--- src/rtl/fetch_queue.sv ---
// fetch_queue: fetch stage between the PC register and decode.
// Issues instruction-memory reads for the current PC, buffers in-order
// responses with their PCs in a DEPTH-entry queue, computes PCNext, and
// flushes wrong-path fetches on a redirect.
// Optional build macro FETCH_QUEUE_PERF_EN adds perf_stall_cnt/perf_flush_cnt.
//
// Handshakes: a transfer happens on a rising CLK edge when valid and ready are
// both high in that cycle; valid never depends on the ready it is paired with.
// imem_rsp_valid has no ready: every response is consumed the cycle it appears.
module fetch_queue #(
    parameter int                 D_WIDTH      = 32,
    parameter int                 DEPTH        = 4,
    parameter logic [D_WIDTH-1:0] RESET_VECTOR = D_WIDTH'(32'hBFC00000)
) (
    input  logic               CLK,
    input  logic               rst,
    input  logic [D_WIDTH-1:0] PC,
    output logic [D_WIDTH-1:0] PCNext,
    output logic               imem_req_valid,
    input  logic               imem_req_ready,
    output logic [D_WIDTH-1:0] imem_req_addr,
    input  logic               imem_rsp_valid,
    input  logic [D_WIDTH-1:0] imem_rsp_data,
    input  logic               redirect_valid,
    input  logic [D_WIDTH-1:0] redirect_target,
`ifdef FETCH_QUEUE_PERF_EN
    output logic [31:0]        perf_stall_cnt,
    output logic [31:0]        perf_flush_cnt,
`endif
    output logic               dec_valid,
    input  logic               dec_ready,
    output logic [D_WIDTH-1:0] dec_instr,
    output logic [D_WIDTH-1:0] dec_pc
);

    localparam int AW = $clog2(DEPTH);
    localparam int PW = AW + 1;

    // Pointers carry one extra wrap bit so that full and empty differ.
    logic [PW-1:0] alloc_ptr_q, alloc_ptr_d;
    logic [PW-1:0] fill_ptr_q,  fill_ptr_d;
    logic [PW-1:0] head_ptr_q,  head_ptr_d;
    // Responses still owed by memory for fetches thrown away by a redirect.
    logic [PW-1:0] drop_cnt_q,  drop_cnt_d;

    logic [DEPTH-1:0]   slot_filled_q, slot_filled_d;
    logic [D_WIDTH-1:0] slot_pc_q    [DEPTH];
    logic [D_WIDTH-1:0] slot_instr_q [DEPTH];

    logic [AW-1:0] alloc_idx, fill_idx, head_idx;
    logic [PW-1:0] reserved_cnt;
    logic [PW-1:0] outstanding_cnt;
    logic [PW-1:0] credit_used;
    logic [PW-1:0] unanswered;
    logic          req_fire;
    logic          rsp_write;
    logic          rsp_discard;
    logic          pop;

    assign alloc_idx = alloc_ptr_q[AW-1:0];
    assign fill_idx  = fill_ptr_q[AW-1:0];
    assign head_idx  = head_ptr_q[AW-1:0];

    // Reserved = allocated and not yet popped; outstanding = allocated and not
    // yet answered. Both are bounded by DEPTH, as is their sum with drop_cnt.
    assign reserved_cnt    = alloc_ptr_q - head_ptr_q;
    assign outstanding_cnt = alloc_ptr_q - fill_ptr_q;
    assign credit_used     = reserved_cnt + drop_cnt_q;
    assign unanswered      = drop_cnt_q + outstanding_cnt;

    assign imem_req_valid = !rst && !redirect_valid && (credit_used < PW'(DEPTH));
    assign imem_req_addr  = {PC[D_WIDTH-1:2], 2'b00};
    assign req_fire       = imem_req_valid && imem_req_ready;

    // A response lands in the queue only when nothing is owed to a flush.
    assign rsp_write   = imem_rsp_valid && !redirect_valid &&
                         (drop_cnt_q == '0) && (outstanding_cnt != '0);
    assign rsp_discard = imem_rsp_valid &&
                         ((drop_cnt_q != '0) || (redirect_valid && (outstanding_cnt != '0)));

    assign dec_valid = slot_filled_q[head_idx];
    assign dec_instr = slot_instr_q[head_idx];
    assign dec_pc    = slot_pc_q[head_idx];
    assign pop       = dec_valid && dec_ready;

    // Next PC: redirect beats sequential advance, which beats a stall.
    always_comb begin
        PCNext = PC;
        if (rst) begin
            PCNext = RESET_VECTOR;
        end else if (redirect_valid) begin
            PCNext = redirect_target;
        end else if (req_fire) begin
            PCNext = PC + D_WIDTH'(4);
        end
    end

    // Pointer, fill-flag and drop-count updates; a redirect overrides everything.
    always_comb begin
        alloc_ptr_d   = alloc_ptr_q;
        fill_ptr_d    = fill_ptr_q;
        head_ptr_d    = head_ptr_q;
        drop_cnt_d    = drop_cnt_q;
        slot_filled_d = slot_filled_q;
        if (redirect_valid) begin
            alloc_ptr_d   = '0;
            fill_ptr_d    = '0;
            head_ptr_d    = '0;
            slot_filled_d = '0;
            if (imem_rsp_valid && (unanswered != '0)) begin
                drop_cnt_d = unanswered - PW'(1);
            end else begin
                drop_cnt_d = unanswered;
            end
        end else begin
            if (req_fire) begin
                alloc_ptr_d = alloc_ptr_q + PW'(1);
            end
            if (rsp_write) begin
                fill_ptr_d              = fill_ptr_q + PW'(1);
                slot_filled_d[fill_idx] = 1'b1;
            end
            if (imem_rsp_valid && (drop_cnt_q != '0)) begin
                drop_cnt_d = drop_cnt_q - PW'(1);
            end
            if (pop) begin
                head_ptr_d              = head_ptr_q + PW'(1);
                slot_filled_d[head_idx] = 1'b0;
            end
        end
    end

    // Control state registers.
    always_ff @(posedge CLK or posedge rst) begin
        if (rst) begin
            alloc_ptr_q   <= '0;
            fill_ptr_q    <= '0;
            head_ptr_q    <= '0;
            drop_cnt_q    <= '0;
            slot_filled_q <= '0;
        end else begin
            alloc_ptr_q   <= alloc_ptr_d;
            fill_ptr_q    <= fill_ptr_d;
            head_ptr_q    <= head_ptr_d;
            drop_cnt_q    <= drop_cnt_d;
            slot_filled_q <= slot_filled_d;
        end
    end

    // Slot payload: PC captured at request, instruction captured at response.
    always_ff @(posedge CLK or posedge rst) begin
        if (rst) begin
            for (int i = 0; i < DEPTH; i++) begin
                slot_pc_q[i]    <= '0;
                slot_instr_q[i] <= '0;
            end
        end else begin
            if (req_fire) begin
                slot_pc_q[alloc_idx] <= PC;
            end
            if (rsp_write) begin
                slot_instr_q[fill_idx] <= imem_rsp_data;
            end
        end
    end

`ifdef FETCH_QUEUE_PERF_EN
    logic [31:0] perf_stall_q;
    logic [31:0] perf_flush_q;

    // Saturating counters for stall cycles and discarded responses.
    always_ff @(posedge CLK or posedge rst) begin
        if (rst) begin
            perf_stall_q <= '0;
            perf_flush_q <= '0;
        end else begin
            if (!imem_req_valid && !redirect_valid && (perf_stall_q != '1)) begin
                perf_stall_q <= perf_stall_q + 32'd1;
            end
            if (rsp_discard && (perf_flush_q != '1)) begin
                perf_flush_q <= perf_flush_q + 32'd1;
            end
        end
    end

    assign perf_stall_cnt = perf_stall_q;
    assign perf_flush_cnt = perf_flush_q;
`else
    logic unused_discard;
    assign unused_discard = rsp_discard;
`endif

    // A response with nothing requested and nothing owed breaks the memory contract.
    assert property (@(posedge CLK) disable iff (rst)
        !(imem_rsp_valid && (drop_cnt_q == '0) && (outstanding_cnt == '0)));

endmodule

--- config.mk ---
export PLATFORM = sky130hd
export DESIGN_NAME = fetch_queue
export DESIGN_NICKNAME = d
export VERILOG_FILES = /design/src/rtl/fetch_queue.sv
export SDC_FILE = /design/constraint.sdc
export NUM_CORES = 1
export LEC_CHECK = 0
export CAP_MARGIN = 5
export CORE_AREA = 3 3 244 198
export DETAILED_ROUTE_END_ITERATION = 6
export DIE_AREA = 0 0 247 201
export SLEW_MARGIN = 10
export SYNTH_ARGS = -nofsm -noshare
export SYNTH_HDL_FRONTEND = slang
export SYNTH_SLANG_ARGS = --single-unit
--- constraint.sdc ---
create_clock -name CLK -period 39.9 [get_ports CLK]
set_clock_uncertainty 0.05 [all_clocks]
set_input_delay 9.975 -clock CLK [delete_from_list [all_inputs] [get_ports CLK]]
set_output_delay 9.975 -clock CLK [all_outputs]
set_load 0.02 [all_outputs]
==> out/qor.yml <==
hp-class: "flop to flop"
drt_pass1_iterations: 4
switching_power_uw: 269
clockPowerShare_pct: 31.4
antenna_found_initial: 0
syn_area_um2: 13700
place_ws_ns: 15.37
finalHoldViolations: 0
cts_tree: "done"
synthCells: 1015
clock_path_buffers: 3
cap_violations: 0
yosys_register_bits: 272
synth-edff-count: 0
fmax_ghz: 0.0408
clk_latency_ns: 0.58
row_count: 70
grt_pass1_vias: 9557
routedWlPerCell_um: 19.8
outcome: "finished clean"
grt_usage_pct: 14.4
syn_avg_cell_area_um2: 13.5
start_util_pct: 29.9
multiInputGateArea_um2: 6290
clkTransAtPathRegs_ns: 0.06
relSlewSlack_pct: 18.8
rsz0062_at_grt: "false"
cp_data_required_time_ns: 29.87
root_buffer: "clkbuf_16"
tightestPinTransition_ns: 1.21
dp_hpwl_mm: 23.5
p_seq_share_pct: 38.4
nets: 1312
dieHeight_um: 201
synth_compound_area_share_pct: 4.25
p_comb_share_pct: 30.2
finalMaxSlewViolations: 0
switching_share_pct: 29.5
synthAdderAreaFrac_pct: 2.35
pin_count: 232
synth-seq-area-share_pct: 49.6
setup_ws_ns: 15.37
async_flop_share_pct: 100
coreArea_um2: 45800
period_minus_slack_ns: 24.53
start_kind: "input pin"
wl_mm: 36.0
post_drt_via_cell_ratio: 4.94
place.gp.congestion: 0.735
yosys_warnings: 0
timing.final.crit_share_pct: 61.5
postCtsSetupRepairBufs: 0
p_leak_uw: 0.00763
synth_top_family_by_area: "multiplexers"
grt_pass1_wl_mm: 56.6
cts-hold-fix-buffers: 0
synth_xor_area_share_pct: 1.12
synthMuxAreaShare_pct: 31.8
powerDensity_nw_per_um2: 52.4
drive_gt1_share_pct: 32.9
drtIter0Drc: 522
overflow: 0
portBuffers: 229
cts_sinks: 272
fillers: 4340
finalSetupViolCount: 0
area_growth_pct: 26.8
htreeDepth: 1
criticalPathCategory: "input pin to output pin"
irDropWorstVdd_uv: 33.8
ys_types: 54
timing.setup.tns_ns: 0
synth_flop_cell: "dfrtp_1"
seqCellArea_um2: 6810
dieArea_um2: 49600
internal-power_uw: 643
grt_max_degree: 153
cts_buffers: 31
cts-resized-gates: 0
critical_path.max_fanout: 23
critPathCaptureType: "output pin"
num_vias: 9002
drcViolationCount: 0
die_x_um: 247
cp.arrival_ns: 14.51
antenna_cells: 0
synth-simple-area-share_pct: 6.13
ant_nets: 0
==> layout by cell type (no fill, tap or decap), drive strengths merged, types with 3 or more instances in the layout <==
cell,instances
dfrtp,272
mux2,252
clkdlybuf4s50,228
mux4,65
nand2,49
nor2,44
clkbuf,43
inv,30
o21ai,21
ha,21
nor3,15
nand3,14
xnor2,12
a211oi,11
nor4,11
a21oi,10
or3,9
a311oi,9
buf,9
o311ai,8
clkinv,8
nand4,6
and2,5
mux2i,5
or2,4
and3,4
o31a,4
o31ai,4
or4,3
fa,3
==> power groups by stage <==
stage | clock, uW | sequential, uW | combinational (uW)
finish | 286 | 350 | 275
floorplan | 0 | 346 | 172
global route | 308 | 356 | 296
CTS | 297 | 350 | 280
detailed placement | 0 | 354 | 279
global placement | 0 | 352 | 275
==> final timing paths <==
kind / start / end / slack (ns) / cells past startpoint
max: rst / PCNext[30] / 15.37 / 7
min: slot_pc_q[32] / slot_pc_q[32] / 0.45 / 1
max reg2reg: head_ptr_q[1] / slot_pc_q[56] / 35.53 / 8
min reg2reg: slot_pc_q[32] / slot_pc_q[32] / 0.45 / 1
max in group asynchronous: rst / slot_instr_q[86] / 27.49 / 3
min in group asynchronous: rst / slot_pc_q[31] / 10.82 / 2
==> Yosys cell counts, types with 15 or more instances <==
master	n	share of area [%]
buf_2	28	1.0
buf_4	35	1.9
clkbuf_1	24	0.66
dfrtp_1	272	50
ha_1	21	1.9
inv_1	26	0.71
mux2_2	252	21
mux4_2	65	11
nand2_1	49	1.3
nor2_1	44	1.2
nor3_1	15	0.55
o21ai_0	21	0.77
==> cell type report <==
type	instances	area share (%)
Sequential cell	272	39.2
Multi-Input combinational cell	617	36.2
Timing Repair Buffer	237	13.6
Clock buffer	43	5.12
Tap cell	612	4.41
Clock inverter	14	0.878
Inverter	27	0.626
==> worst max-delay path, stage by stage <==
cell and delay (ns):
clkdlybuf4s50_1 1.04, nor2_1 1.15, o211a_1 0.33, mux2_2 0.58, nand2_1 0.30, o311ai_0 0.43
clkdlybuf4s50_1 0.68
==> sequential cells by signal, summed over array words and instances (netlist names) <==
name and count:
slot_instr_q 128, fill_ptr_q 3, alloc_ptr_q 3, drop_cnt_q 3, slot_filled_q 4, slot_pc_q 128, head_ptr_q 3
==> metal layers <==
metal	up-vias	track usage, %	routed length, um
met1	4728	20.7	17000
met2	179	23.3	16900
met3	33	2.51	1640
li1	4062	-	-
met5	-	0	0
met4	0	2.20	507
==> per-stage QoR <==
step           hold WS [ns]  util [%]  power, uW  cells  area (um2)
5_1_grt               0.459      37.9        960   1822       17400
4_1_cts               0.451      37.9        927   1822       17400
3_3_place_gp          0.432      35.7        627   1765       16300
3_5_place_dp          0.437      35.7        633   1765       16300
2_1_floorplan         0.417         -        519   1016       13700
6_report              0.449      37.9        911   1822       17400
==> cells by family (layout without fill, tap and decap cells) <==
kind of cell	Yosys count	in the layout
multiplexers	322	322
flip-flops	272	272
AND/OR/NAND/NOR	173	173
buffers and inverters	127	321
AO/OA/AOI/OAI	81	81
adder cells (fa/ha/maj)	24	24
XOR/XNOR	15	15
other	1	2
Note: power is estimated with default switching activity, not from simulation.
